==> config.mk <==
export PLATFORM = sky130hd
export DESIGN_NAME = game_round_sequencer
export DESIGN_NICKNAME = d
export VERILOG_FILES = /design/src/rtl/game_round_sequencer.sv
export SDC_FILE = /design/constraint.sdc
export NUM_CORES = 1
export LEC_CHECK = 0
export ABC_CLOCK_PERIOD_IN_PS = 2000
export BUFFER_PORTS_ARGS = -buffer_cell sky130_fd_sc_hd__buf_2
export CORE_ASPECT_RATIO = 1.75
export CORE_MARGIN = 2
export CORE_UTILIZATION = 40
export DETAILED_ROUTE_END_ITERATION = 10
export PLACE_DENSITY = 0.67
export SYNTH_ARGS = -nofsm -noshare
export SYNTH_HDL_FRONTEND = slang
export SYNTH_SLANG_ARGS = --single-unit
==> constraint.sdc <==
create_clock -name clk -period 2 [get_ports clk]
set_input_delay 0.4 -clock clk [delete_from_list [all_inputs] [get_ports clk]]
set_output_delay 0.4 -clock clk [all_outputs]
set_load 0.1 [all_outputs]
==> src/rtl/game_round_sequencer.sv <==
// Round-level FSM for the catch-the-light game: countdown, timed play, game-over hold,
// round clearing and BCD high-score tracking. All outputs are registered.
module game_round_sequencer #(
    parameter int unsigned COUNTDOWN_SECS = 3,
    parameter int unsigned OVER_HOLD_SECS = 5
) (
    input  logic       clk,
    input  logic       reset,
    input  logic       sec_clk,
    input  logic       start,
    input  logic       abort,
    input  logic       time_up,
    input  logic [3:0] score_ones,
    input  logic [3:0] score_tens,
    output logic [1:0] state,
    output logic       game_run,
    output logic       round_clear,
    output logic [3:0] count_digit,
    output logic [3:0] high_ones,
    output logic [3:0] high_tens,
    output logic       new_record,
    output logic       led_blink
);

    typedef enum logic [1:0] {
        S_IDLE      = 2'd0,
        S_COUNTDOWN = 2'd1,
        S_PLAY      = 2'd2,
        S_OVER      = 2'd3
    } state_t;

    localparam logic [3:0] CD_INIT  = 4'(COUNTDOWN_SECS);
    localparam logic [3:0] HOLD_MAX = 4'(OVER_HOLD_SECS);

    state_t     state_q, state_d;
    logic       sec_q, start_q;
    logic [3:0] cnt_q, cnt_d;
    logic [3:0] hold_q, hold_d;
    logic [7:0] high_q, high_d;
    logic [3:0] digit_q, digit_d;
    logic       rc_q, rc_d;
    logic       run_q, run_d;
    logic       rec_q, rec_d;
    logic       led_q, led_d;

    logic       sec_edge, start_edge;
    logic [7:0] score;

    assign sec_edge   = sec_clk & ~sec_q;
    assign start_edge = start & ~start_q;
    assign score      = {score_tens, score_ones};

    always_ff @(posedge clk or posedge reset) begin
        if (reset) begin
            state_q <= S_IDLE;
            sec_q   <= 1'b1;
            start_q <= 1'b1;
            cnt_q   <= '0;
            hold_q  <= '0;
            high_q  <= '0;
            digit_q <= '0;
            rc_q    <= 1'b0;
            run_q   <= 1'b0;
            rec_q   <= 1'b0;
            led_q   <= 1'b0;
        end else begin
            state_q <= state_d;
            sec_q   <= sec_clk;
            start_q <= start;
            cnt_q   <= cnt_d;
            hold_q  <= hold_d;
            high_q  <= high_d;
            digit_q <= digit_d;
            rc_q    <= rc_d;
            run_q   <= run_d;
            rec_q   <= rec_d;
            led_q   <= led_d;
        end
    end

    always_comb begin
        state_d = state_q;
        cnt_d   = cnt_q;
        hold_d  = hold_q;
        high_d  = high_q;
        digit_d = digit_q;
        rc_d    = 1'b0;
        run_d   = run_q;
        rec_d   = rec_q;
        led_d   = led_q;

        if (abort) begin
            state_d = S_IDLE;
            cnt_d   = '0;
            hold_d  = '0;
            digit_d = '0;
            run_d   = 1'b0;
            rec_d   = 1'b0;
            led_d   = 1'b0;
        end else if (start_edge && state_q != S_PLAY) begin
            // Any non-PLAY state restarts a fresh countdown with a clear pulse.
            state_d = S_COUNTDOWN;
            cnt_d   = CD_INIT;
            digit_d = CD_INIT;
            hold_d  = '0;
            rc_d    = 1'b1;
            run_d   = 1'b0;
            rec_d   = 1'b0;
            led_d   = 1'b0;
        end else begin
            unique case (state_q)
                S_COUNTDOWN: begin
                    if (sec_edge) begin
                        if (cnt_q == 4'd1) begin
                            state_d = S_PLAY;
                            cnt_d   = '0;
                            digit_d = '0;
                            run_d   = 1'b1;
                        end else begin
                            cnt_d   = cnt_q - 4'd1;
                            digit_d = cnt_q - 4'd1;
                        end
                    end
                end
                S_PLAY: begin
                    if (time_up) begin
                        state_d = S_OVER;
                        run_d   = 1'b0;
                        // Packed BCD with valid digits orders the same as binary.
                        if (score > high_q) begin
                            high_d = score;
                            rec_d  = 1'b1;
                        end
                    end
                end
                S_OVER: begin
                    if (sec_edge) begin
                        if (hold_q + 4'd1 == HOLD_MAX) begin
                            state_d = S_IDLE;
                            hold_d  = '0;
                            led_d   = 1'b0;
                            rec_d   = 1'b0;
                        end else begin
                            hold_d = hold_q + 4'd1;
                            led_d  = ~led_q;
                        end
                    end
                end
                default: ;
            endcase
        end
    end

    assign state       = state_q;
    assign game_run    = run_q;
    assign round_clear = rc_q;
    assign count_digit = digit_q;
    assign high_ones   = high_q[3:0];
    assign high_tens   = high_q[7:4];
    assign new_record  = rec_q;
    assign led_blink   = led_q;

endmodule

==> reports/qor.txt, run 1 <==
Clock share of power -> 0.105
Int Power -> 1477 uW
Slowest stage delay, CP -> 430 ps
Final period util -> 1.014
Core area -> 0.003628 sq mm
Skew final -> 5.057 ps
CP arrival -> 2180 ps
Area leader, netlist -> dfrtp_1
1st-iter DRT viols -> 17
First-pass GRT wire length -> 6009 um
Initial Util -> 0.4190
Crit path max fanout -> 3
Unique masters post-synth -> 38
Total CTS buffers -> 3
# H-tree levels -> 1
Avg WL per Cell -> 14.64 um
Final Hold Fails -> 0
RSZ-0062 raised after global routing -> yes
Worst r2r dst -> new_record$_DFFE_PP0P_
Crit-path cells -> inv_2 > ha_1 > and4_4 > nand2_4 > and3_4 > o41ai_4 > mux2_4
DR vias/cell -> 5.312
Setup TNS -> -193.8 ps
Multi-input gate area -> 968.4 sq um
Gr usage total -> 0.1756
Combinational cell fraction of total power -> 0.639
WP data required -> 2150 ps
Syn nets -> 178
Min-Delay Path Class -> input pin to async pin
Share of cells above drive strength 1 -> 0.5131
Io pins -> 32
Synth area leaders -> dfrtp_1, ha_1, mux2_2, inv_1, a21oi_1
Nets -> 221
Wire length on met1 -> 1316 um
Critical path class -> register to register
Final core utilization -> 0.5590
Seq cells post-synth -> 24
Startpoint type of the worst setup path -> register
Worst reg2reg path depth -> 7
Die Y -> 85.55 um
Largest net degree at the start of global routing -> 25
Worst vdd ir -> 1135 uV
R2R setup slack -> -30 ps
Initial antenna violation count -> 0
HPWL after DPL -> 2764 um
Sw Ratio -> 0.5375
Avg Synthesized Cell Area -> 10.20 sq um
Slew Limit Fails -> 0
Clock latency at the later pin of the worst-skew pair -> 260 ps
Die Span X -> 50.60 um
Relative slew slack -> 0.6753
Vias in the first global route -> 1306
Metal3 WL -> 99 um
Fmax -> 493.3 MHz
Min Tclk post-route -> 2027 ps
# rows -> 29
CTS tree -> done
Max-cap violation count -> 0
P&R area growth vs syn -> 33.42%
Final Power -> 3193 uW
# diodes -> 0
Drt pass-1 iters -> 4
Clock tree buffer depth -> 2
Filler instances -> 334
Final instance area -> 0.002028 sq mm
Antenna Nets Post-Route -> 0
Yosys warns -> 0
Sequential-to-total area share from yosys stat -> 0.3967
Syn Std Cell Area -> 0.001520 sq mm
Total number of vias -> 1259
Final worst slack -> -27.20 ps
Die area -> 0.004329 sq mm
Highest routed layer -> met4
Worst-margin pin slew -> 490.4 ps
R2R Path Start -> high_q[6]$_DFFE_PP0P_
GR Overflow Total -> 0
Root buffer cell -> clkbuf_8
Outcome -> complete, but fails checks
Crit-path leading delay family -> simple AND/OR/NAND/NOR gates
Met2 wire length -> 2003 um
DRC violations left -> 0
Reg power frac -> 0.256
Post-Route WL -> 3470 um
Clk pin slew, worst setup/hold paths -> 90 ps
P_leak -> 0.0009710 uW
Nature of the critical path endpoint -> register
Failing checks -> setup timing
Post-Place Cell Area -> 0.001918 sq mm
Synth top area share -> 0.3621
Routability cong. -> 0.7534
Commonest cells after routing, fill and taps aside -> buf_2, nor2_1, dfrtp_4
Final setup fails -> 9
Clk sinks -> 24
Commonest non-fill, non-tap cell in the layout -> buf_2
IO buf count -> 31
Buf+Inv Stages, Crit Path -> 1
PwrDens -> 1575 mW/mm^2
Reg area -> 648.1 sq um
NetSw -> 1717 uW
CP max-delay cell -> dfrtp_4
Post-Synthesis Cells -> 149
-- layer usage --
layer  track usage  vias to the layer above
met4       0.04423                        0
li1              -                      603
met3       0.02265                        4
met5             0                        -
met2        0.3445                       27
met1        0.1908                      625
-- cell type report --
| cell class | count | share of cell area |
|---|---|---|
| tap | 46 | 0.02838 |
| sequential | 24 | 0.3196 |
| multi-input combinational | 106 | 0.4775 |
| timing repair buffer | 40 | 0.1160 |
| clock buffer | 4 | 0.02714 |
| inverter | 17 | 0.03146 |
-- Yosys cell counts (all sizes together) --
master    n
a2111oi   1
ha       15
and3      2
nor2     14
o41ai     1
and4      2
dfstp     2
nor3b     1
a21oi    12
nand4     2
buf       2
mux2i     4
a21boi    2
nand2b    2
o2111ai   3
xor2      1
o21a      1
a41oi     1
nor4      2
a221o     1
nand2     8
nor3      2
and2b     1
dfrtp    22
nand3     1
and2      1
mux2     12
inv      17
o21ai     5
nor2b     6
o211ai    1
nand3b    1
a211oi    1
-- registers in the layout, summed over array words and instances, names as in the netlist --
register / cells
state: 2
new_record: 1
count_digit: 4
game_run: 1
sec_q: 1
led_blink: 1
round_clear: 1
hold_q: 4
high_q: 8
start_q: 1
-- kinds of logic after synthesis --
logic type / synth area share
muxes: 0.1152
xor gates and xnor gates: 0.005762
AOI/OAI and AO/OA: 0.1457
buffers and inverters: 0.05679
DFF: 0.3967
adders and majority gates: 0.1235
and+or+nand+nor: 0.1564
-- through the flow --
step,instances,setup WS [ps],hold slack (ps)
2_1_floorplan,149,-163.0,404.5
3_3_place_gp,233,-114.5,463.4
3_5_place_dp,233,-146.4,470.9
4_1_cts,237,-39.63,179.2
5_1_grt,237,-108.1,198.1
6_report,237,-27.20,164.6
-- power by group through the flow --
stage	sequential (uW)	combinational, uW	clock, uW
2_1_floorplan	1750	646	0
3_3_place_gp	808	1910	0
3_5_place_dp	825	1950	0
4_1_cts	817	2000	348
5_1_grt	846	2170	366
6_report	818	2040	335
-- worst max path at each step --
| stage | from | end | slack [ps] | depth (start not counted) |
|---|---|---|---|---|
| floorplan | high_q[7]$_DFFE_PP0P_ | new_record$_DFFE_PP0P_ | -160 | 7 |
| global placement | score_tens[2] | new_record$_DFFE_PP0P_ | -110 | 7 |
| detailed placement | score_tens[2] | new_record$_DFFE_PP0P_ | -150 | 7 |
| CTS | high_q[6]$_DFFE_PP0P_ | new_record$_DFFE_PP0P_ | -40 | 7 |
| global route | high_q[1]$_DFFE_PP0P_ | high_q[1]$_DFFE_PP0P_ | -110 | 8 |
| finish | high_q[6]$_DFFE_PP0P_ | new_record$_DFFE_PP0P_ | -30 | 7 |
-- repair_timing --
action | CTS | global route
setup endpoints to repair | 9 | 10
resized for setup | 4 | 9
pin swaps | 2 | 1
hold buffers | 0 | 0
setup buffers | 0 | 0
cloned | 0 | 0
-- tightest hold or removal path, stage by stage --
cell	delay [ps]
buf_2	90
inv_1	40
buf_4	300
(Power assumes the default switching activity.)
==> run 2, diff against run 1 <==
--- a/config.mk
+++ b/config.mk
@@ -9,9 +9,9 @@
 export BUFFER_PORTS_ARGS = -buffer_cell sky130_fd_sc_hd__buf_2
 export CORE_ASPECT_RATIO = 1.75
 export CORE_MARGIN = 2
-export CORE_UTILIZATION = 40
+export CORE_UTILIZATION = 54
 export DETAILED_ROUTE_END_ITERATION = 10
-export PLACE_DENSITY = 0.67
+export PLACE_DENSITY = 0.84
 export SYNTH_ARGS = -nofsm -noshare
 export SYNTH_HDL_FRONTEND = slang
 export SYNTH_SLANG_ARGS = --single-unit
==> reports/qor.txt, run 2 (synthesis gave the netlist of run 1 again) <==
Slowest stage delay, CP -> 490 ps (+60 ps)
Failing checks -> setup timing
First-pass GRT wire length -> 6016 um (+0.12%)
Hold buffers post-CTS -> 0 (unchanged)
Clock latency at the later pin of the worst-skew pair -> 280 ps (+20 ps)
Clk sinks -> 24 (unchanged)
P_leak -> 0.0009908 uW (+2.0%)
Post-Route WL -> 3822 um (+10%)
Clock tree buffer depth -> 2 (unchanged)
Die Span X -> 44.11 um (-13%)
HPWL after DPL -> 2791 um (+0.96%)
Nature of the critical path endpoint -> register
Final setup fails -> 9 (unchanged)
Share of cells above drive strength 1 -> 0.5255 (+0.01242)
Post-CTS setup buffer count -> 0 (unchanged)
Max-cap violation count -> 0 (unchanged)
Vias in the first global route -> 1386 (+6.1%)
IO buf count -> 31 (unchanged)
Worst-margin pin slew -> 496.5 ps (+6.081 ps)
Reg with most FFs -> high_q
Nets -> 226 (+2.3%)
Core area -> 0.002690 sq mm (-26%)
GR Overflow Total -> 0 (unchanged)
Min-Delay Path Class -> input pin to async pin
Dpl ws -> -105.9 ps (+40.59 ps)
Slew Limit Fails -> 0 (unchanged)
Buf+Inv Stages, Crit Path -> 2 (+1)
# rows -> 25 (-14%)
Gr usage total -> 0.2533 (+0.07778)
Io pins -> 32 (unchanged)
Initial antenna violation count -> 0 (unchanged)
Filler instances -> 178 (-47%)
Crit-path cells -> inv_2 > ha_4 > nor2b_4 > o211ai_1 > a21boi_2 > o2111ai_4 > buf_12 > mux2_4
Metal3 WL -> 134 um (+35%)
Final period util -> 1.015 (+0.001659)
Worst vdd ir -> 1178 uV (+3.8%)
DRC violations left -> 0 (unchanged)
Combinational cell fraction of total power -> 0.650 (+0.011)
Total number of vias -> 1306 (+3.7%)
R2R setup slack -> -30 ps (about the same)
Sw Ratio -> 0.5379 (about the same)
Max FFs per register -> 8 (unchanged)
Final Hold Fails -> 0 (unchanged)
RSZ-0062 raised after global routing -> yes
Commonest cells after routing, fill and taps aside -> buf_2, nor2_1, buf_4
WP data required -> 2160 ps (about the same)
Critical path class -> register to register
Clock share of power -> 0.103 (-0.002)
Final worst slack -> -30.52 ps (-3.319 ps)
CP arrival -> 2190 ps (about the same)
PwrDens -> 1617 mW/mm^2 (+2.7%)
Highest routed layer -> met4
NetSw -> 1771 uW (+3.2%)
Fmax -> 492.5 MHz (-0.16%)
# diodes -> 0 (unchanged)
Reg power frac -> 0.246 (-0.010)
Total CTS buffers -> 3 (unchanged)
Crit-path leading delay family -> compound AO/OA/AOI/OAI gates
CTS tree -> done
Commonest non-fill, non-tap cell in the layout -> buf_2
Relative slew slack -> 0.6713 (-0.004026)
Int Power -> 1522 uW (+3.0%)
Outcome -> complete, but fails checks
Avg WL per Cell -> 17.14 um (+17%)
Skew final -> 6.634 ps (+1.577 ps)
Met2 wire length -> 2194 um (+9.5%)
Wire length on met1 -> 1327 um (+0.84%)
Root buffer cell -> clkbuf_8
Largest net degree at the start of global routing -> 25 (unchanged)
Antenna Nets Post-Route -> 0 (unchanged)
Die Y -> 74.19 um (-13%)
Initial Util -> 0.5651 (+0.1462)
CP max-delay cell -> dfrtp_4
Drt pass-1 iters -> 4 (unchanged)
Clk pin slew, worst setup/hold paths -> 90 ps (about the same)
Startpoint type of the worst setup path -> register
Crit path max fanout -> 8 (+5)
P&R area growth vs syn -> 33.91%
Min Tclk post-route -> 2031 ps (+3.319 ps)
# H-tree levels -> 1 (unchanged)
Setup TNS -> -213.6 ps (-19.73 ps)
Die area -> 0.003273 sq mm (-24%)
DR vias/cell -> 5.857 (+10%)
Routability cong. -> 0.8447 (+12%)
1st-iter DRT viols -> 29 (+12)
## run 2: power groups by stage
stage / Combinational, uW / Clock, uW / Sequential, uW
2_1_floorplan: 646 / 0 / 1750
3_3_place_gp: 1960 / 0 / 802
3_5_place_dp: 2030 / 0 / 816
4_1_cts: 2090 / 348 / 808
5_1_grt: 2230 / 362 / 829
6_report: 2140 / 340 / 811
## run 2: area by class of cell
cell class                      count  area (sq um)  area share
Timing Repair Buffer               45         272.8      0.1340
Inverter                           17         63.81     0.03135
Clock buffer                        4         55.05     0.02704
Multi-Input combinational cell    106         962.2      0.4726
Sequential cell                    24         648.1      0.3184
Tap cell                           27         33.78     0.01659
## run 2: path summary, 6_finish.rpt
kind,startpoint,to,cells past startpoint
worst max-delay path,high_q[1]$_DFFE_PP0P_,high_q[2]$_DFFE_PP0P_,8
worst min-delay path,reset,state[1]$_DFFE_PP0P_,3
worst max register to register,high_q[1]$_DFFE_PP0P_,high_q[2]$_DFFE_PP0P_,8
worst min register to register,led_blink$_DFFE_PP0P_,led_blink$_DFFE_PP0P_,1
max in group asynchronous,reset,sec_q$_DFF_PP1_,3
min in group clk,sec_clk,sec_q$_DFF_PP1_,1
## run 2: per-layer routing
layer | vias up | GRT usage
met4 | 0 | 0.1582
met5 | - | 0
met1 | 632 | 0.2438
met2 | 37 | 0.4722
li1 | 620 | -
met3 | 17 | 0.04854
## run 2: worst register-to-register path, stage by stage, from the launching register on
cell and delay [ps]:
dfrtp_4 490, inv_2 70, ha_4 190, nor2b_4 120, o211ai_1 250, a21boi_2 110, o2111ai_4 220, buf_12 170
mux2_4 310
## run 2: stage by stage
| step | power (uW) | util | instances | hold WS (ps) | instance area (sq um) |
|---|---|---|---|---|---|
| after global routing | 3421 | 0.7567 | 223 | 179.6 | 2036 |
| after floorplan | 2393 | - | 149 | 404.5 | 1648 |
| final | 3293 | 0.7567 | 223 | 152.0 | 2036 |
| after detailed placement | 2848 | 0.7181 | 219 | 469.3 | 1932 |
| after CTS | 3240 | 0.7442 | 223 | 167.5 | 2002 |
| after global placement | 2765 | 0.7181 | 219 | 454.3 | 1932 |
## run 2: repair_timing
| item | CTS | global route |
|---|---|---|
| endpoints found under the setup margin | 9 | 11 |
| gates resized for setup | 4 | 9 |
| pin swaps | 3 | 0 |
==> run 3, diff against run 2 <==
--- a/config.mk
+++ b/config.mk
@@ -9,9 +9,10 @@
 export BUFFER_PORTS_ARGS = -buffer_cell sky130_fd_sc_hd__buf_2
 export CORE_ASPECT_RATIO = 1.75
 export CORE_MARGIN = 2
-export CORE_UTILIZATION = 54
+export CORE_UTILIZATION = 56
+export CTS_BUF_LIST = sky130_fd_sc_hd__clkbuf_2 sky130_fd_sc_hd__clkbuf_4 sky130_fd_sc_hd__clkbuf_8
 export DETAILED_ROUTE_END_ITERATION = 10
-export PLACE_DENSITY = 0.84
+export PLACE_DENSITY = 0.87
 export SYNTH_ARGS = -nofsm -noshare
 export SYNTH_HDL_FRONTEND = slang
 export SYNTH_SLANG_ARGS = --single-unit
==> reports/qor.txt, run 3 (synthesis gave the netlist of run 1 again) <==
Clk sinks -> 24 (unchanged)
Clock tree buffer depth -> 2 (unchanged)
Final Power -> 3157 uW (-4.1%)
Crit-path cells -> inv_2 > ha_4 > nor2b_4 > o211ai_1 > a21boi_2 > o2111ai_4 > buf_6 > mux2_4
Slowest stage delay, CP -> 480 ps (about the same)
# H-tree levels -> 1 (unchanged)
IO buf count -> 31 (unchanged)
P_leak -> 0.0009690 uW (-2.2%)
Post-Route WL -> 3633 um (-4.9%)
Final period util -> 1.044 (+0.02834)
Worst reg2reg path depth -> 8 (unchanged)
First-pass GRT wire length -> 6058 um (+0.70%)
Initial Util -> 0.5786 (+0.01346)
Final setup fails -> 9 (unchanged)
Total CTS buffers -> 3 (unchanged)
Startpoint type of the worst setup path -> register
Worst vdd ir -> 1365 uV (+16%)
Drt pass-1 iters -> 4 (unchanged)
R2R Path Start -> high_q[1]$_DFFE_PP0P_
Max-cap violation count -> 0 (unchanged)
P&R area growth vs syn -> 31.03%
Root buffer cell -> clkbuf_8
DRC violations left -> 0 (unchanged)
Die area -> 0.003164 sq mm (-3.3%)
PwrDens -> 1585 mW/mm^2 (-2.0%)
Die Y -> 72.93 um (-1.7%)
Critical path class -> register to register
Commonest non-fill, non-tap cell in the layout -> buf_2
CP max-delay cell -> dfrtp_4
Nature of the critical path endpoint -> register
Final worst slack -> -87.21 ps (-56.68 ps)
Io pins -> 32 (unchanged)
Routability cong. -> 0.8419 (-0.33%)
Final Hold Fails -> 0 (unchanged)
CTS tree -> done
# rows -> 25 (unchanged)
Crit path max fanout -> 4 (-4)
HPWL after DPL -> 2789 um (about the same)
Worst-margin pin slew -> 461.4 ps (-35.08 ps)
Min Tclk post-route -> 2087 ps (+56.68 ps)
NetSw -> 1719 uW (-2.9%)
Combinational cell fraction of total power -> 0.654 (+0.004)
Nets -> 224 (-0.88%)
Clock share of power -> 0.088 (-0.015)
Final core utilization -> 0.7581 (+0.001351)
Fmax -> 479.1 MHz (-2.7%)
Largest net degree at the start of global routing -> 25 (unchanged)
Failing checks -> setup timing
Clock latency at the later pin of the worst-skew pair -> 260 ps (-20 ps)
1st-iter DRT viols -> 33 (+14%)
Total number of vias -> 1320 (+1.1%)
Filler-free cell count of the finished design -> 220 (-1.3%)
Max FFs per register -> 8 (unchanged)
Antenna Nets Post-Route -> 0 (unchanged)
Min-Delay Path Class -> input pin to async pin
Final hold slack -> 165.7 ps (+13.71 ps)
Core area -> 0.002628 sq mm (-2.3%)
RSZ-0062 raised after global routing -> yes
DR vias/cell -> 6.000 (+2.5%)
WP data required -> 2150 ps (about the same)
Clk pin slew, worst setup/hold paths -> 80 ps (about the same)
Gr usage total -> 0.2523 (-0.001065)
Share of cells above drive strength 1 -> 0.5078 (-0.01774)
Crit. Startpoint -> high_q[1]$_DFFE_PP0P_
Skew final -> 2.948 ps (-3.686 ps)
Relative slew slack -> 0.6845 (+0.01316)
Hold buffers post-CTS -> 0 (unchanged)
Outcome -> complete, but fails checks
Avg WL per Cell -> 16.51 um (-3.6%)
GR Overflow Total -> 0 (unchanged)
Reg power frac -> 0.258 (+0.012)
Dpl ws -> -130.4 ps (-24.53 ps)
Die Span X -> 43.39 um (-1.6%)
CP arrival -> 2240 ps (+50 ps)
Initial antenna violation count -> 0 (unchanged)
# diodes -> 0 (unchanged)
Reg with most FFs -> high_q
Placed Cells -> 216 (-1.4%)
Vias in the first global route -> 1376 (-0.72%)
Commonest cells after routing, fill and taps aside -> buf_2, nor2_1, dfrtp_4
Sw Ratio -> 0.5444 (+0.006585)
Slew Limit Fails -> 0 (unchanged)
Int Power -> 1438 uW (-5.5%)
==> run 3: per-stage QoR <==
stage          TNS [ps]  instance area (sq um)
6_report         -681.6                   1992
5_1_grt           -1091                   1992
4_1_cts          -516.0                   1972
3_5_place_dp      -1067                   1897
3_3_place_gp     -392.2                   1897
2_1_floorplan     -1268                   1648
==> run 3: layer usage <==
layer	GRT usage	vias up	wire length, um
li1	-	612	-
met1	0.2633	663	1319
met2	0.4975	36	2139
met3	0.02475	9	102
met4	0.08754	0	72
met5	0	-	0
==> run 3: what timing repair did <==
action,CTS,global route
endpoints found under the hold margin,0,0
setup endpoints to repair,9,10
pin swaps,3,4
setup buffers,1,0
resized for setup,7,7
==> run 3: area by class of cell <==
type	count	area [sq um]
timing repair buffer	43	252.7
fill	174	635.6
clock buffer	3	41.29
tap	27	33.78
sequential	24	648.1
inverter	17	63.81
multi-input combinational	106	952.2
==> run 3: power groups by stage <==
| stage | Sequential, uW | Combinational [uW] | Clock (uW) |
|---|---|---|---|
| 5_1_grt | 836 | 2170 | 298 |
| 3_5_place_dp | 824 | 1970 | 0 |
| 4_1_cts | 814 | 2030 | 280 |
| 2_1_floorplan | 1750 | 646 | 0 |
| 3_3_place_gp | 810 | 1890 | 0 |
| 6_report | 816 | 2060 | 278 |
==> run 3: final timing paths <==
kind,endpoint,slack (ps)
min in group clk,sec_q$_DFF_PP1_,240
min,game_run$_DFFE_PP0P_,170
max reg2reg,high_q[1]$_DFFE_PP0P_,-90
max in group asynchronous,sec_q$_DFF_PP1_,1540
max,high_q[1]$_DFFE_PP0P_,-90
min reg2reg,new_record$_DFFE_PP0P_,510
==> run 3: critical path: cells and delay by family, from the launching register on <==
kind	cells	cell delay (ps)
AOI/OAI and AO/OA	3	640
DFF	1	480
muxes	1	300
buffers and inverters	2	230
adders and majority gates	1	200
and+or+nand+nor	1	120
